[config.mk]
export PLATFORM = sky130hd
export DESIGN_NAME = glyph_sequencer
export DESIGN_NICKNAME = d
export VERILOG_FILES = /design/src/rtl/glyph_sequencer.sv
export SDC_FILE = /design/constraint.sdc
export NUM_CORES = 1
export LEC_CHECK = 0
export BUFFER_PORTS_ARGS = -buffer_cell sky130_fd_sc_hd__buf_2
export CAP_MARGIN = 30
export CORE_MARGIN = 8
export CORE_UTILIZATION = 55
export DETAILED_ROUTE_END_ITERATION = 7
export GPL_ROUTABILITY_DRIVEN = 0
export PLACE_DENSITY = 0.77
export SYNTH_ARGS = -nofsm -noshare
export SYNTH_HDL_FRONTEND = slang
export SYNTH_SLANG_ARGS = --single-unit
[constraint.sdc]
create_clock -name clk -period 12.6 [get_ports clk]
set_input_delay 3.15 -clock clk [delete_from_list [all_inputs] [get_ports clk]]
set_output_delay 3.15 -clock clk [all_outputs]
set_load 0.01 [all_outputs]
[src/rtl/glyph_sequencer.sv]
// glyph_sequencer: writable GLYPHS x ROWS x COLS bitmap store that presents one
// glyph at a time on a packed row bus. Advances come from a hold timer (run)
// or a manual step. They are merged into a single pending request and applied
// only on a monitor frame boundary, so the panel never shows a torn glyph.
module glyph_sequencer #(
    parameter int ROWS        = 8,
    parameter int COLS        = 8,
    parameter int GLYPHS      = 4,
    parameter int HOLD_CYCLES = 50_000_000,
    localparam int GW = (GLYPHS > 1) ? $clog2(GLYPHS) : 1,
    localparam int RW = (ROWS > 1) ? $clog2(ROWS) : 1
) (
    input  logic                 clk,
    input  logic                 reset,
    input  logic                 wr_en,
    input  logic [GW-1:0]        wr_glyph,
    input  logic [RW-1:0]        wr_row,
    input  logic [COLS-1:0]      wr_data,
    input  logic                 run,
    input  logic                 step,
    input  logic                 frame_done,
    output logic [ROWS*COLS-1:0] rows,
    output logic [GW-1:0]        cur_glyph,
    output logic                 pending
);

    localparam int TW = (HOLD_CYCLES > 1) ? $clog2(HOLD_CYCLES) : 1;
    localparam logic [TW-1:0] HOLD_LAST  = TW'(HOLD_CYCLES - 1);
    localparam logic [GW-1:0] GLYPH_LAST = GW'(GLYPHS - 1);

    typedef enum logic {
        IDLE  = 1'b0,
        ARMED = 1'b1
    } state_t;

    logic [COLS-1:0]      r_store [GLYPHS][ROWS];
    logic [TW-1:0]        r_timer;
    state_t               r_state;
    state_t               w_state_nxt;
    logic [ROWS*COLS-1:0] r_rows;
    logic [GW-1:0]        r_cur;

    logic                 w_wr_ok;
    logic                 w_timer_hit;
    logic                 w_req;
    logic                 w_advance;
    logic [GW-1:0]        w_next_glyph;
    logic [GW-1:0]        w_sel_idx;
    logic [ROWS*COLS-1:0] w_sel_rows;

    assign w_wr_ok      = wr_en && (int'(wr_glyph) < GLYPHS) && (int'(wr_row) < ROWS);
    assign w_timer_hit  = run && (r_timer == HOLD_LAST);
    assign w_req        = step || w_timer_hit;
    assign w_advance    = frame_done && (r_state == ARMED);
    assign w_next_glyph = (r_cur == GLYPH_LAST) ? '0 : r_cur + GW'(1);
    assign w_sel_idx    = w_advance ? w_next_glyph : r_cur;

    // Glyph store: range-checked single-row writes, cleared on reset.
    always_ff @(posedge clk or posedge reset) begin
        if (reset) begin
            for (int unsigned g = 0; g < GLYPHS; g++) begin
                for (int unsigned r = 0; r < ROWS; r++) begin
                    r_store[g][r] <= '0;
                end
            end
        end else if (w_wr_ok) begin
            r_store[wr_glyph][wr_row] <= wr_data;
        end
    end

    // Hold timer: free-runs while run is high, restarts whenever an advance lands.
    always_ff @(posedge clk or posedge reset) begin
        if (reset) begin
            r_timer <= '0;
        end else if (w_advance) begin
            r_timer <= '0;
        end else if (run) begin
            r_timer <= w_timer_hit ? '0 : r_timer + TW'(1);
        end
    end

    // Request FSM state register.
    always_ff @(posedge clk or posedge reset) begin
        if (reset) begin
            r_state <= IDLE;
        end else begin
            r_state <= w_state_nxt;
        end
    end

    // Request FSM next state: a request arriving with frame_done re-arms after
    // the frame consumes the old one, so it is neither lost nor applied twice.
    always_comb begin
        w_state_nxt = r_state;
        case (r_state)
            IDLE:    if (w_req) w_state_nxt = ARMED;
            ARMED:   if (frame_done) w_state_nxt = w_req ? ARMED : IDLE;
            default: w_state_nxt = IDLE;
        endcase
    end

    // Packed view of the glyph that the next frame boundary will latch.
    always_comb begin
        w_sel_rows = '0;
        for (int unsigned r = 0; r < ROWS; r++) begin
            w_sel_rows[r*COLS +: COLS] = r_store[w_sel_idx][r];
        end
    end

    // Presented glyph: only updated at frame boundaries; reads the store before
    // any same-cycle write lands, so a write racing the frame shows next frame.
    always_ff @(posedge clk or posedge reset) begin
        if (reset) begin
            r_rows <= '0;
            r_cur  <= '0;
        end else if (frame_done) begin
            r_rows <= w_sel_rows;
            r_cur  <= w_sel_idx;
        end
    end

    assign rows      = r_rows;
    assign cur_glyph = r_cur;
    assign pending   = (r_state == ARMED);

endmodule

**After elaboration in Yosys (flattened, before gate mapping)**

Cells that the tools add are included.
W data, S select, Z words.

- Register bits after elaboration: 349
- Input bits: 19
- Logic and storage cells: 71
- Output and inout bits: 67

- Bitwise gates (word level): 4
- Reductions and logical operators: 6
- Magnitude comparators: 5
- Add/sub/neg operators: 2
- Eq/ne operators: 2
- Muxes and demuxes: 16

Operators with widths:

| cell | number |
|---|---|
| $bwmux W256 | 1 |
| $mux W64 | 3 |
| $bmux W64 S2 | 1 |
| $demux W64 S2 | 1 |
| $mux W26 | 3 |
| $add A26 B1 Y26 const B | 1 |
| $eq A26 B26 Y1 const B | 1 |
| $demux W8 S3 | 1 |
| $mux W8 | 1 |
| $ge A3 B3 Y1 const B | 2 |
| $not A2 Y3 | 2 |
| $ge A4 B4 Y1 const B | 1 |
| $logic_and A1 B1 Y1 | 4 |
| $lt A4 B1 Y1 const B | 1 |
| $mux W2 | 2 |
| $not A3 Y4 | 1 |
| $lt A3 B1 Y1 const B | 1 |
| $add A2 B1 Y2 const B | 1 |
| $eq A2 B2 Y1 const B | 1 |
| $mux W1 | 2 |
| $pmux W1 S2 | 1 |
| $reduce_bool A2 Y1 | 1 |
| $logic_or A1 B1 Y1 | 1 |
| $not A1 Y1 | 1 |

**Depth between registers and ports, before layout**

Gate-level depths: netlist of the first run.

- Depth after elaboration: 8
- Mapped depth: 7
- Depth with buffers taken out: 5

**Worst setup path before layout of the first run**

No wires, ideal clock.

- Path kind: input to register
- From: input port frame_done
- To: register r_rows[0] (netlist: rows[0])
- Stages: 7
- Setup slack: 7.861 ns
- Data arrival time: 4.597 ns
- Path buffers: 3
- Data required time: 12.458 ns
- Library setup time: 0.142 ns
- Cell sequence: and2_1 clkbuf_1 mux2i_1 buf_2 buf_2 mux2i_1 o221ai_1

- Cells in the longest elaborated chain, start to end: 6

Ends and longest elaborated chain:

| element | RTL line | text |
|---|---|---|
| start, declared | 21 | `input logic frame_done,` |
| $logic_and A1 B1 Y1 | 54 | `assign w_advance = frame_done && (r_state == ARMED);` |
| $mux W2 | 56 | `assign w_sel_idx = w_advance ? w_next_glyph : r_cur;` |
| $not A2 Y3 (implied by the code) | 106 | `w_sel_rows[r*COLS +: COLS] = r_store[w_sel_idx][r];` |
| $bmux W64 S2 | 106 |  |
| $mux W64 (2 in series) | -- |  |
| end signal, assigned | 117 | `r_rows <= w_sel_rows;` |
| end, declared | 40 | `logic [ROWS*COLS-1:0] r_rows;` |

Parallel ways exist; a longest one is shown, timed or not. The select of a mux whose other input is x is not followed.
A chain may end at the register's enable or synchronous reset.

**Worst setup path in the final report of the first run**

- From: input port frame_done
- To: register r_rows[50] (netlist: rows[50])

- Cells in the longest elaborated chain, start to end: 6

Ends and longest elaborated chain:

| element | RTL line |
|---|---|
| $logic_and A1 B1 Y1 | 54 |
| $mux W2 | 56 |
| $not A2 Y3 (implied by the code) | 106 |
| $bmux W64 S2 | 106 |
| $mux W64 | -- |
| $mux W64 (implied by the code) | 106 |

Parallel ways exist; a longest one is shown, timed or not. The select of a mux whose other input is x is not followed.

==> flow_summary.ini, run 1 <==
[outcome]
status = completed

[synthesis]
post_synth_mux_area_share_pct = 27.61
flops_latches_synth = 349
syn-instance-count = 1129
synth.net_count = 1150
synth_fa_ha_area_share_pct = 0.1651
netlist-cell-type-count = 41
post_synth.cell_area_avg_um2 = 13.43
synth_top_family_by_area = multiplexers
post_synth_xor_area_fraction_pct = 0.5200
synth.yosys.seq_area_share_pct = 57.61
synth-warning-count = 0
synth_compound_area_share_pct = 5.200
post_synth_and_or_nand_nor_area_fraction_pct = 6.702
syn_area_mm2 = 0.01516

[setup_path]
critical_path.max_stage_delay_ns = 0.57
crit_path_arrival_time_ns = 5.30
worstPathMaxFanout = 129
end_kind = register
crit_path_cell_trace = buf_2 > and2_1 > mux2i_4 > buf_12 > mux2i_1 > o221ai_1
worst-setup-path-type = input pin to register
crit_required_ns = 12.94
timing.critical_path.buf_inv = 2
slowest_stage = sky130_fd_sc_hd__buf_12
timing.critical_path.max_delay_family = buffers and inverters
crit_path_start_kind = input pin

[sta]
maxSlewHeadroom_pct = 26.37
finalMaxSlewViolations = 0
setup_violations = 0
finalHoldViolCount = 0
worst_pin_slew_ns = 1.104
max_clock_freq_mhz = 201.9
final.period_utilization_pct = 39.31
layout_min_cycle_time_ns = 4.953
grt_setup_unrepaired = no
setup_total_negative_slack_ns = 0
finalClockSkew_ns = 0.02277

[cts]
cts.root.buffer_cell = sky130_fd_sc_hd__clkbuf_16
postCtsSetupRepairBufs = 0
post_cts.resized_instances = 0
hold_buffers = 0
cts_tree = yes
cts.htree.levels = 2
numCtsBuffers = 37
cts.sink_count = 349
cts-root-to-sink-buffers = 3
clk_transition_reported_paths_ns = 0.06
clkLatencyLatePin_ns = 0.53

[die]
num_io_pins = 86
die_area_mm2 = 0.03313
design.core.area_mm2 = 0.02703
rows = 60
die_x_um = 182.0
fp.dieH_um = 182.0
start_util_pct = 56.09

[global_route]
grt_usage_pct = 20.26
grt_pass1_wl_um = 54540
grt_overflow = 0
initial_antenna_violation_count = 2
grt_max_degree = 168
vias_in_the_first_global_route = 10020

[placement]
placement.io_buffers = 85
hpwl_um = 19240
place_inst = 1489

[route]
post_route_antenna_net_violation_count = 0
drtPass1Iterations = 4
drtIter0Drc = 672
route.detailed.wl_per_inst_um = 21.54
routed_wl_um = 33470
post-route-drc-count = 0
vias = 9500
drt-vias-per-instance = 6.113

[finish]
post_layout_net_count = 1208
synthToLayoutAreaGrowth_pct = 12.80
layout.cells.non_filler = 1554
final_layout_size_suffix_gt1_share_pct = 35.26

[min_path]
hp-class = register to register

[power_and_ir_drop]
irDropWorstVdd_v = 0.0002264
final_power_mw = 3.542
power_per_cell_area_mw_per_mm2 = 207.1
leakagePower_nw = 7.997

[run]
max_cap_viol_count = 0
-- tightest hold or removal path, cell delays in order (launching register included) --
cell,delay (ns)
sky130_fd_sc_hd__dfrtp_1,0.33
sky130_fd_sc_hd__nand2_1,0.05
sky130_fd_sc_hd__o221ai_1,0.06
-- cell usage after synthesis --
cell type,count,area (µm²)
sky130_fd_sc_hd__nor3_1,5,25.02
sky130_fd_sc_hd__o211ai_1,1,7.510
sky130_fd_sc_hd__xnor2_1,6,52.55
sky130_fd_sc_hd__buf_1,1,3.750
sky130_fd_sc_hd__or3_1,9,56.30
sky130_fd_sc_hd__nor3b_1,4,30.03
sky130_fd_sc_hd__mux2_2,257,2894
sky130_fd_sc_hd__and4_1,4,35.03
sky130_fd_sc_hd__dfrtp_1,349,8733
sky130_fd_sc_hd__or4b_1,1,10.01
sky130_fd_sc_hd__or4_1,8,60.06
sky130_fd_sc_hd__o21ai_4,1,16.27
sky130_fd_sc_hd__o221ai_1,64,560.5
sky130_fd_sc_hd__clkbuf_1,54,202.7
sky130_fd_sc_hd__and4_2,1,10.01
sky130_fd_sc_hd__nand3b_1,3,22.52
sky130_fd_sc_hd__o31ai_1,4,30.03
sky130_fd_sc_hd__and2_1,2,12.51
sky130_fd_sc_hd__and3_1,2,12.51
sky130_fd_sc_hd__nand4b_1,1,8.760
sky130_fd_sc_hd__nor2_2,10,62.56
sky130_fd_sc_hd__mux2i_1,129,1291
sky130_fd_sc_hd__buf_2,15,75.07
sky130_fd_sc_hd__a21oi_1,14,70.07
sky130_fd_sc_hd__buf_12,1,20.02
sky130_fd_sc_hd__ha_1,2,25.02
sky130_fd_sc_hd__or3b_2,1,8.760
sky130_fd_sc_hd__o21ai_0,12,60.06
sky130_fd_sc_hd__nand3_1,10,50.05
sky130_fd_sc_hd__nand4_1,12,75.07
sky130_fd_sc_hd__nor4bb_1,1,10.01
sky130_fd_sc_hd__nor2_1,19,71.32
sky130_fd_sc_hd__xor2_1,3,26.28
sky130_fd_sc_hd__or4_4,1,11.26
sky130_fd_sc_hd__inv_1,8,30.03
sky130_fd_sc_hd__a211o_1,1,8.760
sky130_fd_sc_hd__a21oi_2,4,35.03
sky130_fd_sc_hd__nand2_1,96,360.4
sky130_fd_sc_hd__nor4_1,9,56.30
sky130_fd_sc_hd__or2_2,3,18.77
sky130_fd_sc_hd__nor4b_1,1,8.760
-- per-stage QoR --
step	setup WS [ns]	util, %	area (µm²)	hold slack [ns]
after global routing	7.231	63.27	17100	0.5100
after detailed placement	6.961	58.46	15800	0.4723
after CTS	7.494	63.25	17090	0.4894
after floorplan	4.778	-	15160	0.4787
after global placement	6.999	58.46	15800	0.4699
final	7.647	63.27	17100	0.4843
-- final timing paths --
check	from	to	slack (ns)	cells past startpoint
max reg2reg	pending$_DFF_PP0_	rows[50]$_DFFE_PP0P_	9.99	5
max in group asynchronous	reset	r_store[145]$_DFFE_PP0P_	7.68	4
min	rows[13]$_DFFE_PP0P_	rows[13]$_DFFE_PP0P_	0.48	2
min reg2reg	rows[13]$_DFFE_PP0P_	rows[13]$_DFFE_PP0P_	0.48	2
max	frame_done	rows[50]$_DFFE_PP0P_	7.65	6
min in group asynchronous	reset	rows[10]$_DFFE_PP0P_	2.79	2
-- registers in the layout (all words and copies together) (netlist names) --
register   flops
r_timer       26
r_store      256
pending        1
rows          64
cur_glyph      2
-- layout make-up --
cell class / count / area (µm²)
diodes: 2 / 5.005
clock buffers: 47 / 983.4
clock inverters: 16 / 311.5
fillers: 2033 / 9927
inverters: 8 / 35.03
multi-input cells: 701 / 6116
flip-flops and latches: 349 / 8733
well taps: 341 / 426.7
repair buffers: 90 / 488.0
-- layout by cell type, fill, tap and decap left out, types with 2 or more instances in the layout --
cell type and n:
sky130_fd_sc_hd__ha_1 2, sky130_fd_sc_hd__o31ai_1 4, sky130_fd_sc_hd__and4_1 4, sky130_fd_sc_hd__or2_2 2, sky130_fd_sc_hd__clkbuf_8 2, sky130_fd_sc_hd__o221ai_1 64
sky130_fd_sc_hd__nand4_1 12, sky130_fd_sc_hd__nand2_1 95, sky130_fd_sc_hd__mux2i_1 128, sky130_fd_sc_hd__clkbuf_16 37, sky130_fd_sc_hd__nor2_1 19, sky130_fd_sc_hd__nor2_2 10
sky130_fd_sc_hd__or4_1 8, sky130_fd_sc_hd__and3_1 2, sky130_fd_sc_hd__o21ai_0 12, sky130_fd_sc_hd__nor3_1 5, sky130_fd_sc_hd__or3_1 9, sky130_fd_sc_hd__xor2_1 3
sky130_fd_sc_hd__diode_2 2, sky130_fd_sc_hd__nor3b_1 4, sky130_fd_sc_hd__xnor2_1 6, sky130_fd_sc_hd__dfrtp_1 349, sky130_fd_sc_hd__buf_12 2, sky130_fd_sc_hd__buf_2 85
sky130_fd_sc_hd__nand3_1 10, sky130_fd_sc_hd__buf_4 3, sky130_fd_sc_hd__and2_1 2, sky130_fd_sc_hd__clkinv_2 4, sky130_fd_sc_hd__a21oi_2 4, sky130_fd_sc_hd__nor4_1 9
sky130_fd_sc_hd__inv_1 6, sky130_fd_sc_hd__a21oi_1 14, sky130_fd_sc_hd__clkinv_8 2, sky130_fd_sc_hd__clkbuf_1 8, sky130_fd_sc_hd__nand3b_1 3, sky130_fd_sc_hd__clkinvlp_4 3
sky130_fd_sc_hd__bufinv_16 8, sky130_fd_sc_hd__mux2_2 257
-- kinds of logic (layout without fill, tap and decap cells) --
kind of cell	count (synthesis)	after routing
other	0	2
adders and majority gates	2	2
muxes	386	386
AOI/OAI and AO/OA	101	101
xor gates and xnor gates	9	9
and+or+nand+nor	203	203
buffers and inverters	79	161
DFF	349	349
-- power breakdown --
group,switching [mW],internal (mW),total [mW]
Clock,0.439,0.719,1.16
Sequential,0.137,1.36,1.50
Combinational,0.469,0.414,0.883
Total,1.05,2.50,3.54
-- metal layers --
| layer | wire, µm | global-route usage (%) |
|---|---|---|
| met1 | 15120 | 27.01 |
| met2 | 16330 | 33.91 |
| met3 | 1364 | 3.293 |
| met4 | 663 | 5.576 |
| met5 | 0 | 0 |
(Power assumes the default switching activity.)
==> run 2, diff against run 1 <==
clock period = 4.4 ns   (was 12.6 ns; I/O delays follow)
==> run 2 against run 1 <==
Compared with the run above:
- die area unchanged
- sequential share of layout area down 0.26 points
- sequential power rose to 2.9 times the previous value
- final cell count up 0.58%
- wire length down 1.2%
- first-iteration DRC count down 17%
- combinational power rose to 2.9 times the previous value
- largest cell class unchanged
- total power rose to 2.8 times the previous value
- non-clock buffer count up 7
- final area up 0.50%
- critical endpoint is now rows[12]$_DFFE_PP0P_
- via count up 0.39%
==> flow_summary.ini, run 2 (synthesis gave the netlist of run 1 again) <==
[die]
num_io_pins = 86
die_area_mm2 = 0.03313
design.core.area_mm2 = 0.02703
fp.dieH_um = 182.0
die_x_um = 182.0
start_util_pct = 56.09
rows = 60

[min_path]
hp-class = register to register
hold_depth = 2

[setup_path]
crit_required_ns = 4.75
end_kind = register
critical_path.max_stage_delay_ns = 0.57
slowest_stage = sky130_fd_sc_hd__buf_4
crit_path_start_kind = input pin
reg2reg_depth = 5
crit_path_cell_trace = buf_2 > and2_1 > mux2i_4 > buf_4 > mux2i_1 > o221ai_1
crit_path_arrival_time_ns = 3.04
worstPathMaxFanout = 34
worst-setup-path-type = input pin to register

[global_route]
vias_in_the_first_global_route = 9836
grt_pass1_wl_um = 53780
grt_usage_pct = 20.10
initial_antenna_violation_count = 2
grt_overflow = 0
grt_max_degree = 94

[finish]
largest-register = r_store
synthToLayoutAreaGrowth_pct = 13.37
layout_common_cells = 349 x sky130_fd_sc_hd__dfrtp_1, 257 x sky130_fd_sc_hd__mux2_2, 128 x sky130_fd_sc_hd__mux2i_1, 95 x sky130_fd_sc_hd__nand2_1, 85 x sky130_fd_sc_hd__buf_2
layout_commonest_cell = sky130_fd_sc_hd__dfrtp_1
final_layout_size_suffix_gt1_share_pct = 36.07
max_reg_flops = 256
post_layout_net_count = 1214
fin_util_pct = 63.59

[route]
drtIter0Drc = 561
drtPass1Iterations = 5
route.detailed.wl_per_inst_um = 21.16
routed_wl_um = 33080
post_route_antenna_net_violation_count = 0
drt-vias-per-instance = 6.102
post-route-drc-count = 0
vias = 9537

[sta]
max_clock_freq_mhz = 371.6
setup_violations = 0
final.period_utilization_pct = 61.16
setup_ws_ns = 1.709
finalClockSkew_ns = 0.01467
grt_setup_unrepaired = no
layout_min_cycle_time_ns = 2.691
finalMaxSlewViolations = 0
worst_pin_slew_ns = 0.9348
maxSlewHeadroom_pct = 37.68
finalHoldViolCount = 0

[run]
max_cap_viol_count = 0

[cts]
cts.sink_count = 349
clk_transition_reported_paths_ns = 0.06
postCtsSetupRepairBufs = 0
hold_buffers = 0
clkLatencyLatePin_ns = 0.52
cts.htree.levels = 2
cts-root-to-sink-buffers = 3
numCtsBuffers = 36
cts_tree = yes
cts.root.buffer_cell = sky130_fd_sc_hd__clkbuf_16
post_cts.resized_instances = 0

[placement]
hpwl_um = 19670
placement.io_buffers = 85
pre_cts_ws_ns = 1.177

[power_and_ir_drop]
power_per_cell_area_mw_per_mm2 = 585.0
irDropWorstVdd_v = 0.0003226
leakagePower_nw = 8.065

[outcome]
status = completed
[run 2: area by class of cell]
cell class / count / area [µm²]
diodes: 2 / 5.005
clock buffers: 54 / 1120
inverters: 8 / 33.78
clock inverters: 11 / 162.7
multi-input cells: 701 / 6113
flip-flops and latches: 349 / 8733
fillers: 2018 / 9841
repair buffers: 97 / 590.6
well taps: 341 / 426.7
[run 2: worst paths after layout]
kind | startpoint | endpoint | slack [ns]
max | frame_done | rows[12]$_DFFE_PP0P_ | 1.71
min | rows[50]$_DFFE_PP0P_ | rows[50]$_DFFE_PP0P_ | 0.49
max reg2reg | pending$_DFF_PP0_ | rows[12]$_DFFE_PP0P_ | 2.01
min reg2reg | rows[50]$_DFFE_PP0P_ | rows[50]$_DFFE_PP0P_ | 0.49
max in group asynchronous | reset | r_timer[22]$_DFFE_PP0P_ | 2.76
min in group asynchronous | reset | r_store[50]$_DFFE_PP0P_ | 0.71
[run 2: critical path, delay by kind of cell]
kind / cells / cell delay [ns]
AOI/OAI and AO/OA: 1 / 0.14
buffers and inverters: 2 / 0.72
muxes: 2 / 0.70
and+or+nand+nor: 1 / 0.35
[run 2: metal layers]
| metal | vias up | GRT usage, % | part of all wire [%] | wire length, µm |
|---|---|---|---|---|
| met2 | 191 | 32.20 | 48 | 15840 |
| met3 | 51 | 3.393 | 4.3 | 1432 |
| li1 | 4291 | - | - | - |
| met4 | 0 | 5.543 | 1.9 | 617 |
| met5 | - | 0 | 0 | 0 |
| met1 | 5004 | 27.95 | 46 | 15190 |
[run 2: per-stage QoR]
step,setup TNS [ns],hold slack [ns],area (µm²),cells,power (mW)
finish,0,0.4860,17190,1563,10.05
global route,0,0.5112,17190,1563,10.54
detailed placement,0,0.4768,15900,1496,6.892
CTS,0,0.4915,17180,1561,10.15
global placement,0,0.4724,15900,1496,6.799
floorplan,-478.98,0.4787,15160,1129,6.096
[run 2: power by group]
group	total, mW	switching (mW)	leakage (nW)	internal [mW]
clock	3.23	1.23	0.639	2.00
combinational	2.52	1.34	2.92	1.19
sequential	4.30	0.399	4.50	3.90
==> run 3, diff against run 2 <==
PLACE_DENSITY = 0.74   (was 0.77)
clock period = 2.7 ns   (was 4.4 ns; I/O delays follow)
==> run 3 against run 2 <==
Compared with the run above:
- die area unchanged
- via count increased by 1.0%
- final cell count increased by 2.0%
- combinational power increased by 73%
- register-to-register slack got worse by 1.5 ns
- critical path depth decreased by 1
- wire length increased by 3.2%
- final area increased by 2.0%
- first-iteration DRC count decreased by 4.3%
- clock-buffer cell count decreased by 1
- largest cell class unchanged
==> flow_summary.ini, run 3 (synthesis gave the netlist of run 1 again) <==
[outcome]
status = completed

[route]
drtIter0Drc = 537
route.detailed.wl_per_inst_um = 21.40
vias = 9633
drtPass1Iterations = 6
highest_layer = met4
route.met2.wl_um = 16560
met3_length_um = 1250
post-route-drc-count = 0
route.layer.met1.wl_um = 15500
routed_wl_um = 34130
post_route_antenna_net_violation_count = 0
drt-vias-per-instance = 6.039

[cts]
post_cts.resized_instances = 0
cts.htree.levels = 2
cts.sink_count = 349
clkLatencyLatePin_ns = 0.52
cts.root.buffer_cell = sky130_fd_sc_hd__clkbuf_16
clk_transition_reported_paths_ns = 0.06
postCtsSetupRepairBufs = 0
hold_buffers = 0
cts_tree = yes
cts-root-to-sink-buffers = 3
numCtsBuffers = 38

[sta]
finalHoldViolCount = 0
maxSlewHeadroom_pct = 50.90
setup_violations = 0
setup_ws_ns = 0.5157
worst_pin_slew_ns = 0.7365
layout_min_cycle_time_ns = 2.184
finalClockSkew_ns = 0.01597
whs_ns = 0.1864
max_clock_freq_mhz = 457.8
grt_setup_unrepaired = no
finalMaxSlewViolations = 0
final.period_utilization_pct = 80.90

[setup_path]
reg2reg_depth = 5
worst-setup-path-type = register to register
worstPathMaxFanout = 18
timing.reg2reg.setup_slack_ns = 0.52
critPathCapture = r_timer[17]$_DFFE_PP0P_
crit_required_ns = 3.09
crit-reg2reg-launch = r_timer[10]$_DFFE_PP0P_
crit_path_start_kind = register
setup.worst_path.start = r_timer[10]$_DFFE_PP0P_
crit_path_arrival_time_ns = 2.58
rr_endpoint = r_timer[17]$_DFFE_PP0P_
end_kind = register

[placement]
pre_cts_ws_ns = 0.2341
placement.io_buffers = 85
hpwl_um = 20770
placed_cell_areas_mm2 = 0.01625

[power_and_ir_drop]
final_power_mw = 16.60
leakagePower_nw = 8.258
power_per_cell_area_mw_per_mm2 = 946.7
irDropWorstVdd_v = 0.0006264

[global_route]
vias_in_the_first_global_route = 10170
initial_antenna_violation_count = 0
grt_max_degree = 85
grt_pass1_wl_um = 55960
grt_overflow = 0
grt_usage_pct = 20.88

[die]
rows = 60
die_x_um = 182.0
start_util_pct = 56.09
fp.dieH_um = 182.0
die_area_mm2 = 0.03313
design.core.area_mm2 = 0.02703
num_io_pins = 86

[run]
max_cap_viol_count = 0

[finish]
largest-register = r_store
nFillCells = 1973
post_layout_net_count = 1247
synthToLayoutAreaGrowth_pct = 15.67
layout_common_cells = 349 x sky130_fd_sc_hd__dfrtp_1, 257 x sky130_fd_sc_hd__mux2_2, 128 x sky130_fd_sc_hd__mux2i_1, 95 x sky130_fd_sc_hd__nand2_1, 85 x sky130_fd_sc_hd__buf_2
final_layout_size_suffix_gt1_share_pct = 37.72
fin_util_pct = 64.88
final_cell_area_mm2 = 0.01753
max_reg_flops = 256
layout_commonest_cell = sky130_fd_sc_hd__dfrtp_1
n_antenna_cell = 0

[min_path]
hp-class = input pin to asynchronous set/reset pin
[run 3: cell types whose count changed in the layout (fill, tap and decap cells not counted), sizes merged]
| cell | previous run | this run |
|---|---|---|
| bufinv | 4 | 3 |
| diode | 2 | 0 |
| clkinv | 5 | 7 |
| clkbuf | 54 | 53 |
| clkinvlp | 1 | 4 |
| buf | 97 | 128 |
[run 3: metrics by stage]
stage	TNS [ns]	cells
floorplan	-923.95	1129
global placement	0	1527
detailed placement	0	1527
CTS	0	1595
global route	0	1595
finish	0	1595
[run 3: how the worst min path moves through the flow]
stage                                    end  slack [ns]  cells past startpoint
floorplan           r_store[152]$_DFFE_PP0P_        0.48                      1
global placement         rows[3]$_DFFE_PP0P_        0.47                      2
detailed placement       rows[4]$_DFFE_PP0P_        0.47                      2
CTS                  r_store[68]$_DFFE_PP0P_        0.18                      2
global route         r_store[68]$_DFFE_PP0P_        0.21                      2
finish               r_store[68]$_DFFE_PP0P_        0.19                      2
[run 3: power breakdown]
group / switching (mW) / internal, mW / leakage (nW)
registers: 0.642 / 6.36 / 4.50
logic: 2.23 / 2.12 / 3.13
clock network: 2.07 / 3.19 / 0.630
total: 4.93 / 11.7 / 8.26
[run 3: cell type report]
type                            instances  area (µm²)  area share, %
Multi-Input combinational cell        701        6108          34.84
Sequential cell                       349        8733          49.81
Clock buffer                           53        1119          6.379
Tap cell                              341       426.7          2.433
Clock inverter                         15       165.2         0.9419
Inverter                                8       33.78         0.1927
Timing Repair Buffer                  128       948.4          5.409
[run 3: metal layers]
| metal | up-vias | GRT usage (%) |
|---|---|---|
| met5 | - | 0 |
| met4 | 0 | 6.100 |
| met3 | 56 | 2.794 |
| met2 | 198 | 35.06 |
| met1 | 5026 | 28.01 |
| li1 | 4353 | - |
[run 3: critical path, cell delays in order (launching register included)]
cell and delay (ns):
sky130_fd_sc_hd__dfrtp_1 0.44, sky130_fd_sc_hd__or4_1 0.56, sky130_fd_sc_hd__or4_4 0.58, sky130_fd_sc_hd__o21ai_4 0.13, sky130_fd_sc_hd__buf_4 0.27, sky130_fd_sc_hd__a21oi_1 0.07
